===== src/rtl/counter_arb_pkg.sv =====
// Shared types and widths for the two-master counter read arbiter.
package counter_arb_pkg;

    localparam int ADDR_W = 4;
    localparam int DATA_W = 32;
    localparam int LAT_W  = 3;

    typedef enum logic [1:0] {
        IDLE  = 2'd0,
        ISSUE = 2'd1,
        WAIT  = 2'd2,
        DONE  = 2'd3
    } state_t;

endpackage


===== src/rtl/rr_arb2.sv =====
// Two-way round-robin arbiter; the pointer remembers the most recently granted master.
module rr_arb2 (
    input  logic       clk,
    input  logic       reset_n,
    input  logic [1:0] req,
    input  logic       advance,
    output logic [1:0] grant
);

    // 1 means master 1 was granted last, so master 0 wins the first tie
    logic r_last;

    always_comb begin
        grant = req;
        if (req == 2'b11) begin
            grant = r_last ? 2'b01 : 2'b10;
        end
    end

    always_ff @(posedge clk or negedge reset_n) begin
        if (!reset_n) begin
            r_last <= 1'b1;
        end else if (advance && (grant != 2'b00)) begin
            r_last <= grant[1];
        end
    end

endmodule


===== src/rtl/counter_arb.sv =====
// Arbitrates two read masters onto one counter slave with READ_LAT read latency.
// Optional grant statistics ports are enabled by defining COUNTER_ARB_STATS_EN.
module counter_arb
    import counter_arb_pkg::*;
#(
    parameter int READ_LAT = 1
) (
    input  logic              clk,
    input  logic              reset_n,
    input  logic [ADDR_W-1:0] m0_address,
    input  logic [ADDR_W-1:0] m1_address,
    input  logic              m0_read,
    input  logic              m1_read,
    output logic [DATA_W-1:0] m0_readdata,
    output logic [DATA_W-1:0] m1_readdata,
    output logic              m0_waitrequest,
    output logic              m1_waitrequest,
    output logic              m0_readdatavalid,
    output logic              m1_readdatavalid,
    output logic [ADDR_W-1:0] s_address,
    output logic              s_read,
    input  logic [DATA_W-1:0] s_readdata
`ifdef COUNTER_ARB_STATS_EN
    ,
    output logic [15:0]       grant_cnt0,
    output logic [15:0]       grant_cnt1
`endif
);

    state_t              r_state;
    state_t              w_state_nxt;
    logic                r_winner;
    logic [ADDR_W-1:0]   r_addr;
    logic [LAT_W-1:0]    r_lat_cnt;
    logic [DATA_W-1:0]   r_rdata0;
    logic [DATA_W-1:0]   r_rdata1;
    logic [1:0]          w_grant;
    logic                w_advance;
    logic                w_capture;

    assign w_advance = (r_state == IDLE) && (m0_read || m1_read);
    assign w_capture = (r_state == WAIT) && (r_lat_cnt == '0);

    rr_arb2 u_rr_arb2 (
        .clk     (clk),
        .reset_n (reset_n),
        .req     ({m1_read, m0_read}),
        .advance (w_advance),
        .grant   (w_grant)
    );

    always_comb begin
        w_state_nxt = r_state;
        case (r_state)
            IDLE:    if (w_advance) w_state_nxt = ISSUE;
            ISSUE:   w_state_nxt = WAIT;
            WAIT:    if (r_lat_cnt == '0) w_state_nxt = DONE;
            DONE:    w_state_nxt = IDLE;
            default: w_state_nxt = IDLE;
        endcase
    end

    always_ff @(posedge clk or negedge reset_n) begin
        if (!reset_n) begin
            r_state   <= IDLE;
            r_winner  <= 1'b0;
            r_addr    <= '0;
            r_lat_cnt <= '0;
            r_rdata0  <= '0;
            r_rdata1  <= '0;
        end else begin
            r_state <= w_state_nxt;
            // Winner and address are frozen here; later address changes are ignored
            if (w_advance) begin
                r_winner <= w_grant[1];
                r_addr   <= w_grant[1] ? m1_address : m0_address;
            end
            if (r_state == ISSUE) begin
                r_lat_cnt <= LAT_W'(READ_LAT - 1);
            end else if ((r_state == WAIT) && (r_lat_cnt != '0)) begin
                r_lat_cnt <= r_lat_cnt - 1'b1;
            end
            if (w_capture && !r_winner) r_rdata0 <= s_readdata;
            if (w_capture &&  r_winner) r_rdata1 <= s_readdata;
        end
    end

    assign s_read           = (r_state == ISSUE);
    assign s_address        = r_addr;
    assign m0_readdata      = r_rdata0;
    assign m1_readdata      = r_rdata1;
    assign m0_readdatavalid = (r_state == DONE) && !r_winner;
    assign m1_readdatavalid = (r_state == DONE) &&  r_winner;
    assign m0_waitrequest   = m0_read && !m0_readdatavalid;
    assign m1_waitrequest   = m1_read && !m1_readdatavalid;

`ifdef COUNTER_ARB_STATS_EN
    logic [15:0] r_grant_cnt0;
    logic [15:0] r_grant_cnt1;

    always_ff @(posedge clk or negedge reset_n) begin
        if (!reset_n) begin
            r_grant_cnt0 <= '0;
            r_grant_cnt1 <= '0;
        end else begin
            if (m0_readdatavalid && (r_grant_cnt0 != 16'hFFFF)) r_grant_cnt0 <= r_grant_cnt0 + 1'b1;
            if (m1_readdatavalid && (r_grant_cnt1 != 16'hFFFF)) r_grant_cnt1 <= r_grant_cnt1 + 1'b1;
        end
    end

    assign grant_cnt0 = r_grant_cnt0;
    assign grant_cnt1 = r_grant_cnt1;
`endif

endmodule

===== config.mk =====
export PLATFORM = sky130hd
export DESIGN_NAME = counter_arb
export DESIGN_NICKNAME = d
export VERILOG_FILES = /design/src/rtl/counter_arb_pkg.sv /design/src/rtl/rr_arb2.sv /design/src/rtl/counter_arb.sv
export SDC_FILE = /design/constraint.sdc
export NUM_CORES = 1
export LEC_CHECK = 0
export BUFFER_PORTS_ARGS = -buffer_cell sky130_fd_sc_hd__clkbuf_2
export CAP_MARGIN = 20
export CORE_MARGIN = 2
export CORE_UTILIZATION = 40
export CTS_CLUSTER_SIZE = 25
export DETAILED_ROUTE_END_ITERATION = 10
export PLACE_DENSITY = 0.68
export SLEW_MARGIN = 40
export SYNTH_ARGS = -nofsm -noshare
export SYNTH_HDL_FRONTEND = slang
export SYNTH_SLANG_ARGS = --single-unit

===== constraint.sdc =====
create_clock -name clk -period 2.33 [get_ports clk]
set_input_delay 0.466 -clock clk [delete_from_list [all_inputs] [get_ports clk]]
set_output_delay 0.466 -clock clk [all_outputs]
set_load 0.005 [all_outputs]

==> metrics.txt <==
Net Count, Synth=248; top cells by area, synth=dfrtp_1 61%, mux2_2 23%, ha_1 2.5%; status=completed; top-area cell type share of the netlist area=61.4%; drt initial violations=36; Worst Tran Pin Value=0.691 ns; Worst R2R Start=r_state[0]$_DFFE_PN0P_; worst hold slack=0.168 ns; Die Y=90.9 um; f_max=531 MHz; Total GRT Usage=15.3%; min cycle time layout=1.88 ns; layout cell share with drive strength beyond 1=61.7%; final period utilization=80.9%; Switch Pwr=1.68 mW; Worst EP required=2.55 ns; Critical Path Source=r_state[0]$_DFFE_PN0P_; # setup viols final=0; Synth Cell Area=0.00302 sq mm; crit end category=register; CTS Buffer Depth=2; Pint=3.64 mW; Routed WL=5980 um; RSZ-0062 raised after global routing=false; PostCTS Resize Cnt=0; Critical Path AT=2.11 ns; grt ovf=0; Setup TNS=0 ns; most frequent cells in the layout=115 x clkbuf_2, 74 x dfrtp_1, 61 x mux2_2; reg2reg setup slack=0.45 ns; area leader, netlist=dfrtp_1; WL per Instance=14.0 um; Sw Share=31.5%; Leakage=1.89 nW; Worst Path Max Fanout=27; min-delay worst type=input pin to asynchronous set/reset pin; Post-layout nets=374; Comb pwr share=38.9%; skew final=0.00724 ns; Worst-path clk slew=0.08 ns; type of origin of the critical path=register; first-pass GRT wire length=10000 um; CTS tree=yes; Yosys reg bits=75; PD cells=1360 mW/mm^2; total CTS buffers=9; Netlist cell types=28; Clock power frac=17.5%; hold_buf cts=0; worst-skew pair later-pin latency=0.34 ns; PortBufs=116; H-tree levels=3; Max-Slew Margin vs Limit=53.9%; Max Cap Violations=0; Pre-antenna DRT Iters=4; reg-to-reg endpoint=m0_readdata[31]$_DFFE_PN0P_; placed insts=412; die area=0.00826 sq mm; clock sink count=75; total number of vias=1998; number of I/O pins=117; syn_area_per_cell=15.2 sq um; vias in the first global route=2042; commonest non-fill, non-tap cell in the layout=clkbuf_2; area grow syn2layout=29.7%; Final Hold Viols=0; clock tree root buffer cell=clkbuf_8; Horiz. Die Dim=90.9 um; Post-DRT Antenna Nets=0; Vias/cell=4.67; Reg power frac=43.6%; Worst Setup EP=m0_readdata[31]$_DFFE_PN0P_; total of warnings raised by yosys=0; VDD IR max=0.557 mV; register area share after synthesis=62.2%; Residual DRC=0; cells on worst reg2reg path=6; Crit Path Category=register to register; Core Rows=31; antenna diode count=0; # fillers=684; largest net degree at the start of global routing=56; Final Wtd Congestion=0.706; initial antenna violation count=0; core area=0.00729 sq mm; Final Non-Filler Cells=428; Starting Density=41.4%; synthesized instance count=198; Setup Fix Bufs, Post-CTS=0; Slew Viols, Final=0; hpwl dp=4320 um
[Yosys cell counts, drive strengths merged]
cell type  instances
or3                1
nor2b              3
and2b              1
o21ai              3
o21a               1
nor3               1
nand3              2
nor4bb             1
ha                 6
mux2              65
nor2               7
buf                6
a31oi              1
clkbuf             1
dfrtp             74
and2               1
mux2i              4
o22a               1
nand2              1
dfstp              1
nand2b             1
a21oi              7
a21boi             2
a22oi              1
inv                6
[metrics by stage]
stage	util (%)	setup WS, ns	total power, mW	cell area, sq um
5_1_grt	53.7	0.302	5.72	3920
4_1_cts	53.7	0.423	5.41	3920
6_report	53.7	0.445	5.31	3920
2_1_floorplan	-	0.601	3.51	3020
3_5_place_dp	51.1	0.432	4.46	3730
3_3_place_gp	51.1	0.523	4.37	3730
[sequential cells by signal, summed over array words and instances, names as in the netlist]
signal / flops
m0_readdata: 32
m1_readdata: 32
r_lat_cnt: 3
r_state: 2
r_winner: 1
s_address: 4
u_rr_arb2.r_last: 1
[worst min-delay path by stage]
stage,end,slack [ns],cells past startpoint
final,m1_readdata[15]$_DFFE_PN0P_,0.17,1
after detailed placement,m0_readdata[28]$_DFFE_PN0P_,0.49,1
after global placement,m0_readdata[6]$_DFFE_PN0P_,0.47,1
after CTS,m1_readdata[15]$_DFFE_PN0P_,0.19,1
after global routing,m0_readdata[15]$_DFFE_PN0P_,0.20,1
after floorplan,m0_readdata[0]$_DFFE_PN0P_,0.17,0
[layer usage]
layer | wire length (um) | global-route usage, % | vias to the layer above
li1 | - | - | 949
met1 | 2830 | 20.8 | 965
met2 | 2680 | 22.9 | 82
met3 | 453 | 5.93 | 2
met4 | 19 | 4.55 | 0
met5 | 0 | 0 | -
[logic make-up after synthesis]
family	Yosys count	synth area share, %
multiplexers	69	25.6
buffers and inverters	13	2.74
AND/OR/NAND/NOR	19	3.69
AO/OA/AOI/OAI	16	3.28
flip-flops	75	62.2
adder cells (fa/ha/maj)	6	2.49
[cell type report]
cell class | instances | area (sq um) | share of cell area (%)
Clock inverter | 5 | 36.3 | 0.927
Clock buffer | 11 | 151 | 3.87
Timing Repair Buffer | 122 | 641 | 16.4
Sequential cell | 75 | 1880 | 48.0
Inverter | 6 | 22.5 | 0.575
Tap cell | 99 | 124 | 3.16
Multi-Input combinational cell | 110 | 1060 | 27.1
[power by group through the flow]
stage	clock, mW	combinational (mW)	sequential, mW
after floorplan	0	1.16	2.35
after global placement	0	2.05	2.32
after detailed placement	0	2.12	2.34
after CTS	0.962	2.12	2.33
after global routing	1.03	2.28	2.41
final	0.930	2.06	2.32
[critical path, cell delays in order (launching register included)]
cell and delay (ns):
dfrtp_1 0.41, inv_1 0.09, ha_1 0.28, inv_1 0.14
nor3_4 0.26, buf_12 0.22, mux2_2 0.35
(Power assumes the default switching activity.)
